===== config.mk =====
export PLATFORM = sky130hd
export DESIGN_NAME = riscv_decode_stage_flat
export DESIGN_NICKNAME = d
export VERILOG_FILES = /design/src/rtl/riscv_decode_stage_if.sv /design/src/rtl/riscv_decode_stage.sv /design/src/flat_wrapper.sv
export SDC_FILE = /design/constraint.sdc
export NUM_CORES = 1
export LEC_CHECK = 0
export ABC_CLOCK_PERIOD_IN_PS = 4900
export CAP_MARGIN = 20
export CORE_MARGIN = 3
export CORE_UTILIZATION = 40
export DETAILED_ROUTE_END_ITERATION = 16
export PLACE_DENSITY = 0.66
export SYNTH_ARGS = -nofsm -noshare
export SYNTH_HDL_FRONTEND = slang
export SYNTH_SLANG_ARGS = --single-unit

===== constraint.sdc =====
create_clock -name clk_i -period 4.9 [get_ports clk_i]
set_clock_uncertainty 0.05 [all_clocks]
set_input_delay 0.98 -clock clk_i [delete_from_list [all_inputs] [get_ports clk_i]]
set_output_delay 0.98 -clock clk_i [all_outputs]
set_load 0.03 [all_outputs]

===== src/rtl/riscv_decode_stage_if.sv =====
// Fetch-side and execute-side handshake bus of riscv_decode_stage. Suffixes name the direction
// as seen by the decode stage; the decode stage takes the slave modport.
`ifndef ALU_OP_WIDTH
`define ALU_OP_WIDTH 5
`endif

interface riscv_decode_stage_if #(
    parameter int unsigned DEPTH    = 2,
    parameter int unsigned PC_WIDTH = 32
);
    logic                     in_valid_i;
    logic                     in_ready_o;
    logic [31:0]              in_instr_i;
    logic [PC_WIDTH-1:0]      in_pc_i;
    logic                     out_valid_o;
    logic                     out_ready_i;
    logic [PC_WIDTH-1:0]      out_pc_o;
    logic [1:0]               ex_op_a_sel_o;
    logic [2:0]               ex_op_b_sel_o;
    logic [`ALU_OP_WIDTH-1:0] alu_op_o;
    logic                     mem_req_o;
    logic                     mem_we_o;
    logic [2:0]               mem_size_o;
    logic                     gpr_we_a_o;
    logic                     wb_src_sel_o;
    logic                     branch_o;
    logic                     jal_o;
    logic                     jalr_o;
    logic                     illegal_instr_o;
    logic [31:0]              imm_o;
    logic [4:0]               rd_o;
    logic [$clog2(DEPTH):0]   level_o;

    modport master (
        output in_valid_i, in_instr_i, in_pc_i, out_ready_i,
        input  in_ready_o, out_valid_o, out_pc_o, ex_op_a_sel_o, ex_op_b_sel_o, alu_op_o,
               mem_req_o, mem_we_o, mem_size_o, gpr_we_a_o, wb_src_sel_o, branch_o, jal_o,
               jalr_o, illegal_instr_o, imm_o, rd_o, level_o
    );

    modport slave (
        input  in_valid_i, in_instr_i, in_pc_i, out_ready_i,
        output in_ready_o, out_valid_o, out_pc_o, ex_op_a_sel_o, ex_op_b_sel_o, alu_op_o,
               mem_req_o, mem_we_o, mem_size_o, gpr_we_a_o, wb_src_sel_o, branch_o, jal_o,
               jalr_o, illegal_instr_o, imm_o, rd_o, level_o
    );
endinterface


===== src/rtl/riscv_decode_stage.sv =====
// Registered RV32I decode stage: DEPTH-entry fetch queue feeding a decoded output register.
// Define DECODE_RV32M_EN to additionally decode the RV32M multiply/divide group.
`ifndef ALU_OP_WIDTH
`define ALU_OP_WIDTH 5
`endif

module riscv_decode_stage #(
    parameter int unsigned DEPTH    = 2,
    parameter int unsigned PC_WIDTH = 32
) (
    input  logic                clk_i,
    input  logic                rst_i,
    input  logic                flush_i,
    riscv_decode_stage_if.slave bus
);
    localparam int unsigned   PW = $clog2(DEPTH);
    localparam int unsigned   LW = $clog2(DEPTH) + 1;
    localparam int unsigned   AW = `ALU_OP_WIDTH;
    localparam logic [LW-1:0] FULL_LEVEL = LW'(DEPTH);

    localparam logic [1:0] OP_A_RS1     = 2'd0;
    localparam logic [1:0] OP_A_CURR_PC = 2'd1;
    localparam logic [1:0] OP_A_ZERO    = 2'd2;

    localparam logic [2:0] OP_B_RS2   = 3'd0;
    localparam logic [2:0] OP_B_IMM_I = 3'd1;
    localparam logic [2:0] OP_B_IMM_U = 3'd2;
    localparam logic [2:0] OP_B_IMM_S = 3'd3;
    localparam logic [2:0] OP_B_INCR  = 3'd4;

    localparam logic [AW-1:0] ALU_ADD    = AW'(0);
    localparam logic [AW-1:0] ALU_SUB    = AW'(1);
    localparam logic [AW-1:0] ALU_XOR    = AW'(2);
    localparam logic [AW-1:0] ALU_OR     = AW'(3);
    localparam logic [AW-1:0] ALU_AND    = AW'(4);
    localparam logic [AW-1:0] ALU_SLL    = AW'(5);
    localparam logic [AW-1:0] ALU_SRL    = AW'(6);
    localparam logic [AW-1:0] ALU_SRA    = AW'(7);
    localparam logic [AW-1:0] ALU_SLT    = AW'(8);
    localparam logic [AW-1:0] ALU_SLTU   = AW'(9);
    localparam logic [AW-1:0] ALU_EQ     = AW'(10);
    localparam logic [AW-1:0] ALU_NE     = AW'(11);
    localparam logic [AW-1:0] ALU_LT     = AW'(12);
    localparam logic [AW-1:0] ALU_GE     = AW'(13);
    localparam logic [AW-1:0] ALU_LTU    = AW'(14);
    localparam logic [AW-1:0] ALU_GEU    = AW'(15);
`ifdef DECODE_RV32M_EN
    localparam logic [AW-1:0] ALU_MUL    = AW'(16);
    localparam logic [AW-1:0] ALU_MULH   = AW'(17);
    localparam logic [AW-1:0] ALU_MULHSU = AW'(18);
    localparam logic [AW-1:0] ALU_MULHU  = AW'(19);
    localparam logic [AW-1:0] ALU_DIV    = AW'(20);
    localparam logic [AW-1:0] ALU_DIVU   = AW'(21);
    localparam logic [AW-1:0] ALU_REM    = AW'(22);
    localparam logic [AW-1:0] ALU_REMU   = AW'(23);
`endif

    localparam logic [6:0] OPC_LOAD     = 7'h03;
    localparam logic [6:0] OPC_MISC_MEM = 7'h0F;
    localparam logic [6:0] OPC_OP_IMM   = 7'h13;
    localparam logic [6:0] OPC_AUIPC    = 7'h17;
    localparam logic [6:0] OPC_STORE    = 7'h23;
    localparam logic [6:0] OPC_OP       = 7'h33;
    localparam logic [6:0] OPC_LUI      = 7'h37;
    localparam logic [6:0] OPC_BRANCH   = 7'h63;
    localparam logic [6:0] OPC_JALR     = 7'h67;
    localparam logic [6:0] OPC_JAL      = 7'h6F;

    typedef struct packed {
        logic [1:0]    op_a_sel;
        logic [2:0]    op_b_sel;
        logic [AW-1:0] alu_op;
        logic          mem_req;
        logic          mem_we;
        logic [2:0]    mem_size;
        logic          gpr_we;
        logic          wb_src;
        logic          branch;
        logic          jal;
        logic          jalr;
        logic          illegal;
        logic [31:0]   imm;
        logic [4:0]    rd;
    } dec_t;

    logic [PC_WIDTH-1:0] pc_mem    [DEPTH];
    logic [31:0]         instr_mem [DEPTH];
    logic [PW-1:0]       wptr_q, rptr_q;
    logic [LW-1:0]       level_q;
    logic                push, pop;

    logic                out_valid_q;
    logic [PC_WIDTH-1:0] out_pc_q;
    dec_t                out_dec_q;
    dec_t                dec;

    logic [31:0] instr;
    logic [6:0]  opcode;
    logic [2:0]  funct3;
    logic [6:0]  funct7;
    logic [31:0] imm_i, imm_s, imm_b, imm_u, imm_j;

    // A full queue refuses a push even when a pop frees a slot in the same cycle.
    assign bus.in_ready_o = (level_q < FULL_LEVEL) && !flush_i && !rst_i;
    assign push           = bus.in_valid_i && bus.in_ready_o;
    assign pop            = (level_q != '0) && (!out_valid_q || bus.out_ready_i);

    always_ff @(posedge clk_i) begin
        if (push) begin
            pc_mem[wptr_q]    <= bus.in_pc_i;
            instr_mem[wptr_q] <= bus.in_instr_i;
        end
    end

    always_ff @(posedge clk_i) begin
        if (rst_i || flush_i) begin
            wptr_q  <= '0;
            rptr_q  <= '0;
            level_q <= '0;
        end else begin
            if (push) wptr_q <= wptr_q + PW'(1);
            if (pop)  rptr_q <= rptr_q + PW'(1);
            level_q <= level_q + LW'(push) - LW'(pop);
        end
    end

    assign instr  = instr_mem[rptr_q];
    assign opcode = instr[6:0];
    assign funct3 = instr[14:12];
    assign funct7 = instr[31:25];
    assign imm_i  = {{20{instr[31]}}, instr[31:20]};
    assign imm_s  = {{20{instr[31]}}, instr[31:25], instr[11:7]};
    assign imm_b  = {{20{instr[31]}}, instr[7], instr[30:25], instr[11:8], 1'b0};
    assign imm_u  = {instr[31:12], 12'b0};
    assign imm_j  = {{12{instr[31]}}, instr[19:12], instr[20], instr[30:21], 1'b0};

    always_comb begin
        dec          = '0;
        dec.rd       = instr[11:7];
        dec.op_a_sel = OP_A_RS1;
        dec.op_b_sel = OP_B_IMM_I;
        dec.alu_op   = ALU_ADD;
        dec.imm      = imm_i;
        if (instr[1:0] != 2'b11) begin
            dec.illegal = 1'b1;
        end else begin
            case (opcode)
                OPC_LOAD: begin
                    dec.mem_req  = 1'b1;
                    dec.mem_size = funct3;
                    dec.gpr_we   = 1'b1;
                    dec.wb_src   = 1'b1;
                    dec.illegal  = !(funct3 inside {3'd0, 3'd1, 3'd2, 3'd4, 3'd5});
                end
                OPC_STORE: begin
                    dec.op_b_sel = OP_B_IMM_S;
                    dec.imm      = imm_s;
                    dec.mem_req  = 1'b1;
                    dec.mem_we   = 1'b1;
                    dec.mem_size = funct3;
                    dec.illegal  = (funct3 > 3'd2);
                end
                OPC_BRANCH: begin
                    dec.op_b_sel = OP_B_RS2;
                    dec.imm      = imm_b;
                    dec.branch   = 1'b1;
                    case (funct3)
                        3'd0:    dec.alu_op = ALU_EQ;
                        3'd1:    dec.alu_op = ALU_NE;
                        3'd4:    dec.alu_op = ALU_LT;
                        3'd5:    dec.alu_op = ALU_GE;
                        3'd6:    dec.alu_op = ALU_LTU;
                        3'd7:    dec.alu_op = ALU_GEU;
                        default: dec.illegal = 1'b1;
                    endcase
                end
                OPC_JAL: begin
                    dec.op_a_sel = OP_A_CURR_PC;
                    dec.op_b_sel = OP_B_INCR;
                    dec.imm      = imm_j;
                    dec.gpr_we   = 1'b1;
                    dec.jal      = 1'b1;
                end
                OPC_JALR: begin
                    dec.op_a_sel = OP_A_CURR_PC;
                    dec.op_b_sel = OP_B_INCR;
                    dec.gpr_we   = 1'b1;
                    dec.jalr     = 1'b1;
                    dec.illegal  = (funct3 != 3'd0);
                end
                OPC_LUI, OPC_AUIPC: begin
                    dec.op_a_sel = (opcode == OPC_LUI) ? OP_A_ZERO : OP_A_CURR_PC;
                    dec.op_b_sel = OP_B_IMM_U;
                    dec.imm      = imm_u;
                    dec.gpr_we   = 1'b1;
                end
                OPC_OP_IMM: begin
                    dec.gpr_we = 1'b1;
                    case (funct3)
                        3'd0: dec.alu_op = ALU_ADD;
                        3'd1: begin
                            dec.alu_op  = ALU_SLL;
                            dec.illegal = (funct7 != 7'h00);
                        end
                        3'd2: dec.alu_op = ALU_SLT;
                        3'd3: dec.alu_op = ALU_SLTU;
                        3'd4: dec.alu_op = ALU_XOR;
                        3'd5: begin
                            dec.alu_op  = (funct7 == 7'h20) ? ALU_SRA : ALU_SRL;
                            dec.illegal = !(funct7 inside {7'h00, 7'h20});
                        end
                        3'd6: dec.alu_op = ALU_OR;
                        default: dec.alu_op = ALU_AND;
                    endcase
                end
                OPC_OP: begin
                    dec.op_b_sel = OP_B_RS2;
                    dec.gpr_we   = 1'b1;
                    case ({funct7, funct3})
                        {7'h00, 3'd0}: dec.alu_op = ALU_ADD;
                        {7'h20, 3'd0}: dec.alu_op = ALU_SUB;
                        {7'h00, 3'd1}: dec.alu_op = ALU_SLL;
                        {7'h00, 3'd2}: dec.alu_op = ALU_SLT;
                        {7'h00, 3'd3}: dec.alu_op = ALU_SLTU;
                        {7'h00, 3'd4}: dec.alu_op = ALU_XOR;
                        {7'h00, 3'd5}: dec.alu_op = ALU_SRL;
                        {7'h20, 3'd5}: dec.alu_op = ALU_SRA;
                        {7'h00, 3'd6}: dec.alu_op = ALU_OR;
                        {7'h00, 3'd7}: dec.alu_op = ALU_AND;
`ifdef DECODE_RV32M_EN
                        {7'h01, 3'd0}: dec.alu_op = ALU_MUL;
                        {7'h01, 3'd1}: dec.alu_op = ALU_MULH;
                        {7'h01, 3'd2}: dec.alu_op = ALU_MULHSU;
                        {7'h01, 3'd3}: dec.alu_op = ALU_MULHU;
                        {7'h01, 3'd4}: dec.alu_op = ALU_DIV;
                        {7'h01, 3'd5}: dec.alu_op = ALU_DIVU;
                        {7'h01, 3'd6}: dec.alu_op = ALU_REM;
                        {7'h01, 3'd7}: dec.alu_op = ALU_REMU;
`endif
                        default: dec.illegal = 1'b1;
                    endcase
                end
                OPC_MISC_MEM: ; // fences have no effect in this pipeline
                default: dec.illegal = 1'b1;
            endcase
        end
        // An undecodable instruction must never request side effects downstream.
        if (dec.illegal) begin
            dec.mem_req = 1'b0;
            dec.mem_we  = 1'b0;
            dec.gpr_we  = 1'b0;
            dec.branch  = 1'b0;
            dec.jal     = 1'b0;
            dec.jalr    = 1'b0;
        end
    end

    always_ff @(posedge clk_i) begin
        if (rst_i) begin
            out_valid_q <= 1'b0;
            out_pc_q    <= '0;
            out_dec_q   <= '0;
        end else if (flush_i) begin
            out_valid_q <= 1'b0;
        end else if (pop) begin
            out_valid_q <= 1'b1;
            out_pc_q    <= pc_mem[rptr_q];
            out_dec_q   <= dec;
        end else if (bus.out_ready_i) begin
            out_valid_q <= 1'b0;
        end
    end

    assign bus.out_valid_o     = out_valid_q;
    assign bus.out_pc_o        = out_pc_q;
    assign bus.ex_op_a_sel_o   = out_dec_q.op_a_sel;
    assign bus.ex_op_b_sel_o   = out_dec_q.op_b_sel;
    assign bus.alu_op_o        = out_dec_q.alu_op;
    assign bus.mem_req_o       = out_dec_q.mem_req;
    assign bus.mem_we_o        = out_dec_q.mem_we;
    assign bus.mem_size_o      = out_dec_q.mem_size;
    assign bus.gpr_we_a_o      = out_dec_q.gpr_we;
    assign bus.wb_src_sel_o    = out_dec_q.wb_src;
    assign bus.branch_o        = out_dec_q.branch;
    assign bus.jal_o           = out_dec_q.jal;
    assign bus.jalr_o          = out_dec_q.jalr;
    assign bus.illegal_instr_o = out_dec_q.illegal;
    assign bus.imm_o           = out_dec_q.imm;
    assign bus.rd_o            = out_dec_q.rd;
    assign bus.level_o         = level_q;
endmodule


===== src/flat_wrapper.sv =====
// flat-port wrapper written by rule: the top's interface ports become plain ports
module riscv_decode_stage_flat 
#(
    parameter int unsigned DEPTH    = 2,
    parameter int unsigned PC_WIDTH = 32
)
  (clk_i, rst_i, flush_i, bus_in_valid_i, bus_in_instr_i, bus_in_pc_i, bus_out_ready_i, bus_in_ready_o, bus_out_valid_o, bus_out_pc_o, bus_ex_op_a_sel_o, bus_ex_op_b_sel_o, bus_alu_op_o, bus_mem_req_o, bus_mem_we_o, bus_mem_size_o, bus_gpr_we_a_o, bus_wb_src_sel_o, bus_branch_o, bus_jal_o, bus_jalr_o, bus_illegal_instr_o, bus_imm_o, bus_rd_o, bus_level_o);
  riscv_decode_stage_if #(.DEPTH(DEPTH), .PC_WIDTH(PC_WIDTH)) bus_i ();
  input  logic clk_i;
  input  logic rst_i;
  input  logic flush_i;
  input wire logic [$bits(bus_i.in_valid_i)-1:0] bus_in_valid_i;
  input wire logic [$bits(bus_i.in_instr_i)-1:0] bus_in_instr_i;
  input wire logic [$bits(bus_i.in_pc_i)-1:0] bus_in_pc_i;
  input wire logic [$bits(bus_i.out_ready_i)-1:0] bus_out_ready_i;
  output wire logic [$bits(bus_i.in_ready_o)-1:0] bus_in_ready_o;
  output wire logic [$bits(bus_i.out_valid_o)-1:0] bus_out_valid_o;
  output wire logic [$bits(bus_i.out_pc_o)-1:0] bus_out_pc_o;
  output wire logic [$bits(bus_i.ex_op_a_sel_o)-1:0] bus_ex_op_a_sel_o;
  output wire logic [$bits(bus_i.ex_op_b_sel_o)-1:0] bus_ex_op_b_sel_o;
  output wire logic [$bits(bus_i.alu_op_o)-1:0] bus_alu_op_o;
  output wire logic [$bits(bus_i.mem_req_o)-1:0] bus_mem_req_o;
  output wire logic [$bits(bus_i.mem_we_o)-1:0] bus_mem_we_o;
  output wire logic [$bits(bus_i.mem_size_o)-1:0] bus_mem_size_o;
  output wire logic [$bits(bus_i.gpr_we_a_o)-1:0] bus_gpr_we_a_o;
  output wire logic [$bits(bus_i.wb_src_sel_o)-1:0] bus_wb_src_sel_o;
  output wire logic [$bits(bus_i.branch_o)-1:0] bus_branch_o;
  output wire logic [$bits(bus_i.jal_o)-1:0] bus_jal_o;
  output wire logic [$bits(bus_i.jalr_o)-1:0] bus_jalr_o;
  output wire logic [$bits(bus_i.illegal_instr_o)-1:0] bus_illegal_instr_o;
  output wire logic [$bits(bus_i.imm_o)-1:0] bus_imm_o;
  output wire logic [$bits(bus_i.rd_o)-1:0] bus_rd_o;
  output wire logic [$bits(bus_i.level_o)-1:0] bus_level_o;
  assign bus_i.in_valid_i = bus_in_valid_i;
  assign bus_i.in_instr_i = bus_in_instr_i;
  assign bus_i.in_pc_i = bus_in_pc_i;
  assign bus_i.out_ready_i = bus_out_ready_i;
  assign bus_in_ready_o = bus_i.in_ready_o;
  assign bus_out_valid_o = bus_i.out_valid_o;
  assign bus_out_pc_o = bus_i.out_pc_o;
  assign bus_ex_op_a_sel_o = bus_i.ex_op_a_sel_o;
  assign bus_ex_op_b_sel_o = bus_i.ex_op_b_sel_o;
  assign bus_alu_op_o = bus_i.alu_op_o;
  assign bus_mem_req_o = bus_i.mem_req_o;
  assign bus_mem_we_o = bus_i.mem_we_o;
  assign bus_mem_size_o = bus_i.mem_size_o;
  assign bus_gpr_we_a_o = bus_i.gpr_we_a_o;
  assign bus_wb_src_sel_o = bus_i.wb_src_sel_o;
  assign bus_branch_o = bus_i.branch_o;
  assign bus_jal_o = bus_i.jal_o;
  assign bus_jalr_o = bus_i.jalr_o;
  assign bus_illegal_instr_o = bus_i.illegal_instr_o;
  assign bus_imm_o = bus_i.imm_o;
  assign bus_rd_o = bus_i.rd_o;
  assign bus_level_o = bus_i.level_o;
  riscv_decode_stage #(.DEPTH(DEPTH), .PC_WIDTH(PC_WIDTH)) u_core (.clk_i(clk_i), .rst_i(rst_i), .flush_i(flush_i), .bus(bus_i));
endmodule

==> results.yml, run 1 <==
placement:
  post_dp_cell_area_sq_mm: 0.0107
  pre_cts_slack_ns: 1.11
  gp_congestion: 0.881
  dp_hpwl_mm: 14.6
  dp_cells: 1118
  io_buffers: 161
setup_path:
  startpoint_type: "input port"
  crit_path_max_incr_delay_ns: 0.70
  slowest_stage: "clkdlybuf4s50_1"
  timing.rr.end: "u_core.bus.illegal_instr_o$_SDFFE_PP0P_"
  reg2reg_slack_ns: 1.80
  cp_max_fo: 9
  crit_chain: "clkdlybuf4s50_1, or2_2, nor2_1, clkdlybuf4s50_1"
  setup.worst_path.start: "flush_i"
  cp-endpoint: "bus_in_ready_o"
  critPathCaptureType: "output pin"
  crit_path_frequent_cell: "clkdlybuf4s50_1"
  crit_type: "in2out"
  cp_data_required_time_ns: 3.87
  worstPathArrival_ns: 2.77
  rr_worst_depth: 6
final_layout:
  nets: 939
  area_growth_pct: 29.7
  final_util_pct: 53.6
  final_area_sq_mm: 0.0114
  diodes: 0
  drive_above_1_share_pct: 8.25
  instances_no_fill: 1160
sta:
  max_clock_freq_mhz: 263
  hold_ws_ns: 0.404
  max_slew.worst_pin.slew_ns: 1.09
  min_period_ns: 3.80
  rsz0062_at_grt: "no"
  layout_setup_ws_ns: 1.10
  hold_viol_final: 0
  max-slew-margin-rel_pct: 27.0
  setup_tns_ns: 0
  maxSlewViolCount: 0
  period_share_pct: 77.6
  finalSetupViolations: 0
cts:
  cts_buffers: 23
  post_cts_buffers: 0
  clk_latency_ns: 0.51
  cts_root_buffer: "clkbuf_16"
  ctsHtreeMaxLevel: 1
  cts_tree: "built"
  clk_pin_slew_ns: 0.06
  cts_max_path_buffers: 3
  clkSinkCount: 223
  hold_buffers: 0
  ctsResizeCount: 0
yosys:
  post_synth_num_cell_types: 60
  syn-num-nets: 788
  async_reset_ff_share_pct: 0
  syn-instance-count: 717
  synth_ff_type: "edfxtp_1"
  syn_area_sq_mm: 0.00882
  postSynthAreaPerCell_sq_um: 12.3
  yosysWarnings: 0
  yosysSeqAreaShare_pct: 65.1
  synth_edf_count: 128
  synth-seq-cells: 223
power:
  p_int_mw: 3.21
  p_leak_nw: 3.66
  pwr-share-clk_pct: 40.3
  p_comb_share_pct: 10.0
  power_frac_seq_pct: 49.7
  p_sw_share_pct: 23.4
  power_density_mw_per_mm2: 367
  netSwitchingPower_uw: 983
  power_mw: 4.20
  ir_drop_mv: 0.319
global_routing:
  grt_max_degree: 77
  grt_pass1_wl_mm: 33.4
  track_usage_pct: 17.5
  antenna_found_initial: 0
  grt_pass1_vias: 6070
  grt_remaining_overflow: 0
detailed_routing:
  route.detailed.drc: 0
  wl_mm: 21.6
  first_pass_iters: 6
  antenna_left: 0
  wl_per_cell_um: 18.6
  post_drt_via_cell_ratio: 5.32
  drtIter0Drc: 387
  vias: 6171
die:
  dieWidth_um: 154
  die_y_um: 154
  coreArea_sq_mm: 0.0214
  ios: 163
  start_util_pct: 41.3
  fp-row-count: 53
  dieArea_sq_mm: 0.0239
job:
  drv_cap: 0
outcome:
  outcome: "complete, no violations"
worst_hold_path:
  holdCritPathClass: "reg2reg"
Yosys cell counts, types with 11 or more instances:
library cell  number  share of area, %
a211oi_1          45               3.8
a21oi_1           40               2.3
clkbuf_1          30               1.3
dfxtp_1           95                22
edfxtp_1         128                44
mux2_2            13               1.7
mux2i_1           56               6.4
nand2_1           31               1.3
nand3_1           11              0.62
nor2_1            99               4.2
nor3_1            14              0.79
o21ai_0           16              0.91
layer usage:
metal	up-vias	share of wire (%)	global-route usage, %
met5	-	0	0
met4	0	2.2	4.71
met3	31	7.4	4.03
met2	204	45	27.7
met1	2924	45	24.4
li1	3012	-	-
power groups by stage:
stage / logic [mW] / registers, mW / clock network [mW]
after floorplan: 0.174 / 2.18 / 0
after global placement: 0.417 / 2.12 / 0
after detailed placement: 0.423 / 2.12 / 0
after CTS: 0.424 / 2.08 / 1.73
after global routing: 0.454 / 2.09 / 1.81
final: 0.421 / 2.08 / 1.69
cells by family after synthesis:
| kind of cell | synth area share (%) |
|---|---|
| compound gates | 13.0 |
| xor+xnor | 0.794 |
| fa+ha+maj | 0.284 |
| buf+inv | 2.38 |
| flops | 65.1 |
| mux | 8.02 |
| other cells | 0.0425 |
| simple gates | 10.4 |
worst min-delay path by stage:
| stage | start | to | slack [ns] | cells past startpoint |
|---|---|---|---|---|
| after floorplan | u_core.wptr_q$_SDFFE_PP0P_ | u_core.wptr_q$_SDFFE_PP0P_ | 0.46 | 2 |
| after CTS | u_core.bus.branch_o$_SDFFE_PP0P_ | u_core.bus.branch_o$_SDFFE_PP0P_ | 0.41 | 2 |
| after detailed placement | u_core.bus.branch_o$_SDFFE_PP0P_ | u_core.bus.branch_o$_SDFFE_PP0P_ | 0.39 | 2 |
| after global placement | u_core.bus.gpr_we_a_o$_SDFFE_PP0P_ | u_core.bus.gpr_we_a_o$_SDFFE_PP0P_ | 0.39 | 2 |
| after global routing | u_core.bus.alu_op_o[1]$_SDFFE_PP0P_ | u_core.bus.alu_op_o[1]$_SDFFE_PP0P_ | 0.42 | 2 |
| final | u_core.bus.branch_o$_SDFFE_PP0P_ | u_core.bus.branch_o$_SDFFE_PP0P_ | 0.40 | 2 |
cells in the final DEF (no fill, tap or decap), types with 4 or more instances in the layout:
cell type	synthesis	routed
clkbuf_8	0	6
mux2i_1	56	56
nor2_1	99	97
dfxtp_1	95	93
a32oi_1	4	4
a211oi_1	45	45
inv_1	7	7
or4_1	4	4
xor2_1	4	4
mux2_2	13	13
a21oi_1	40	40
o31ai_1	10	10
a31oi_1	7	7
nand2b_1	4	4
nand3_1	11	11
o21ai_0	16	16
o21ai_1	4	4
edfxtp_1	128	128
a22oi_1	6	6
xnor2_1	4	4
buf_4	1	6
nand2_1	31	31
a22o_1	7	7
clkbuf_1	30	4
clkbuf_16	0	24
nand3b_1	6	6
clkdlybuf4s50_1	0	160
nor4_1	4	4
nor3_1	14	14
layout make-up:
cell class	instances	area, sq um
Timing Repair Buffer	169	1690
Inverter	7	26.3
Multi-Input combinational cell	444	2880
Clock inverter	8	48.8
Tap cell	275	344
Sequential cell	223	5750
Fill cell	1872	9920
Clock buffer	34	698
critical path: cells and delay by family:
| family | cells | cell delay, ns |
|---|---|---|
| AND/OR/NAND/NOR | 2 | 0.61 |
| buffers and inverters | 2 | 1.18 |
state kept, by name (all words and copies together) (netlist names), 2 cells and up, named ones only:
signal,flops
u_core.bus.level_o,2
u_core.bus.rd_o,5
u_core.pc_mem,64
u_core.bus.ex_op_a_sel_o,2
u_core.instr_mem,64
u_core.bus.ex_op_b_sel_o,3
u_core.bus.alu_op_o,4
u_core.bus.mem_size_o,3
u_core.bus.imm_o,32
u_core.bus.out_pc_o,32
Power figures use the tool's default switching activity.
==> run 2: changes to the inputs <==
ABC_CLOCK_PERIOD_IN_PS = 3920   (was 4900)
PLACE_DENSITY = not set   (was 0.66)
clock period = 3.92 ns   (was 4.9 ns; I/O delays follow)
==> run 2 against run 1 <==
Compared with the run above:
- first-iteration DRC count shrank 5.7%
- non-clock buffer count grew 5
- register-to-register slack lost 0.71 ns
- critical path depth is the same
- die area is the same
- sequential cell count is the same
- via count grew 2.5%
- routed wire length grew 5.8%
- core utilization grew 0.51 points
- count of clock-buffer cells in the layout shrank 2
- total power grew 30%
==> results.yml, run 2 (synthesized netlist as in run 1, its figures left out) <==
detailed_routing:
  route.detailed.drc: 0
  antenna_left: 0
  wl_per_cell_um: 19.6
  post_drt_via_cell_ratio: 5.42
  vias: 6323
  drtIter0Drc: 365
  wl_mm: 22.8
  first_pass_iters: 4
setup_path:
  crit_path_max_incr_delay_ns: 0.74
  cp_max_fo: 9
  cp_data_required_time_ns: 3.09
  slowest_stage: "clkdlybuf4s50_1"
  crit_chain: "clkdlybuf4s50_1, or2_2, nor2_1, clkdlybuf4s50_1"
  crit_path_frequent_cell: "clkdlybuf4s50_1"
  crit_type: "in2out"
  startpoint_type: "input port"
  worstPathArrival_ns: 2.57
  reg2reg_slack_ns: 1.09
  critPathCaptureType: "output pin"
placement:
  io_buffers: 161
  gp_congestion: 0.878
  dp_hpwl_mm: 15.5
  pre_cts_slack_ns: 0.525
  dp_cells: 1123
  post_dp_cell_area_sq_mm: 0.0107
final_layout:
  drive_above_1_share_pct: 8.87
  n_fill_cell: 1834
  diodes: 0
  layout_commonest_cell: "clkdlybuf4s50_1"
  final_util_pct: 54.1
  reg_top3: "u_core.instr_mem: 64 flops, u_core.pc_mem: 64 flops"
  nets: 945
  final_cell_mix: "clkdlybuf4s50_1 (160), edfxtp_1 (128), nor2_1 (97)"
  area_growth_pct: 30.9
  instances_no_fill: 1166
  final_area_sq_mm: 0.0115
global_routing:
  grt_pass1_vias: 6295
  track_usage_pct: 18.4
  antenna_found_initial: 0
  grt_remaining_overflow: 0
  grt_pass1_wl_mm: 35.2
  grt_max_degree: 78
cts:
  clk_pin_slew_ns: 0.06
  cts_buffers: 24
  clkSinkCount: 223
  post_cts_buffers: 0
  cts_tree: "built"
  cts_max_path_buffers: 3
  clk_latency_ns: 0.52
  hold_buffers: 0
  ctsResizeCount: 0
  cts_root_buffer: "clkbuf_16"
  ctsHtreeMaxLevel: 1
power:
  ir_drop_mv: 0.327
  p_leak_nw: 3.72
  power_density_mw_per_mm2: 473
  power_mw: 5.46
die:
  ios: 163
  dieArea_sq_mm: 0.0239
  dieWidth_um: 154
  die_y_um: 154
  fp-row-count: 53
  coreArea_sq_mm: 0.0214
  start_util_pct: 41.3
worst_hold_path:
  holdCritPathClass: "reg2reg"
sta:
  maxSlewViolCount: 0
  max_clock_freq_mhz: 293
  max_slew.worst_pin.slew_ns: 1.10
  finalSetupViolations: 0
  hold_ws_ns: 0.405
  min_period_ns: 3.41
  hold_viol_final: 0
  layout_setup_ws_ns: 0.512
  rsz0062_at_grt: "no"
  setup_tns_ns: 0
  period_share_pct: 86.9
  max-slew-margin-rel_pct: 26.3
job:
  drv_cap: 0
outcome:
  outcome: "complete, no violations"
run 2: cell types whose count changed in the layout (fill, tap and decap cells not counted), moves of 2 or more:
cell / delta
buf_4: +5
bufinv_16: +3
clkbuf_8: -2
inv_6: -2
run 2: report_power, final:
group | internal, mW | leakage, nW | total [mW] | switching, mW
combinational | 0.232 | 1.38 | 0.537 | 0.305
sequential | 2.55 | 1.93 | 2.60 | 0.0532
clock | 1.40 | 0.401 | 2.32 | 0.923
run 2: final cells by class:
class	instances	area (sq um)	share of cell area, %
Clock buffer	32	671	5.81
Sequential cell	223	5750	49.8
Tap cell	275	344	2.98
Multi-Input combinational cell	444	2880	24.9
Clock inverter	11	148	1.28
Inverter	7	26.3	0.228
Timing Repair Buffer	174	1730	15.0
run 2: metal layers:
metal  vias to the layer above  GRT usage [%]  part of all wire (%)
met4                         0           5.09                   2.5
met2                       250           30.4                    46
met1                      3001           23.6                    42
met5                         -              0                     0
li1                       3033              -                     -
met3                        39           5.46                   9.2
run 2: critical path: cells and delay by family:
kind	cells	cell delay, ns
buf+inv	2	1.21
simple gates	2	0.58
run 2: worst paths after layout:
kind / start / end / cells past startpoint
hold / removal: u_core.bus.alu_op_o[0]$_SDFFE_PP0P_ / u_core.bus.alu_op_o[0]$_SDFFE_PP0P_ / 1
setup / recovery: flush_i / bus_in_ready_o / 4
setup reg to reg: flop / u_core.bus.illegal_instr_o$_SDFFE_PP0P_ / 5
hold reg to reg: u_core.bus.alu_op_o[0]$_SDFFE_PP0P_ / u_core.bus.alu_op_o[0]$_SDFFE_PP0P_ / 1
==> run 3: changes to the inputs <==
SLEW_MARGIN = 20   (was not set)
==> results of run 3 <==
The final DEF is identical to that of run 2; final timing and power are the same.
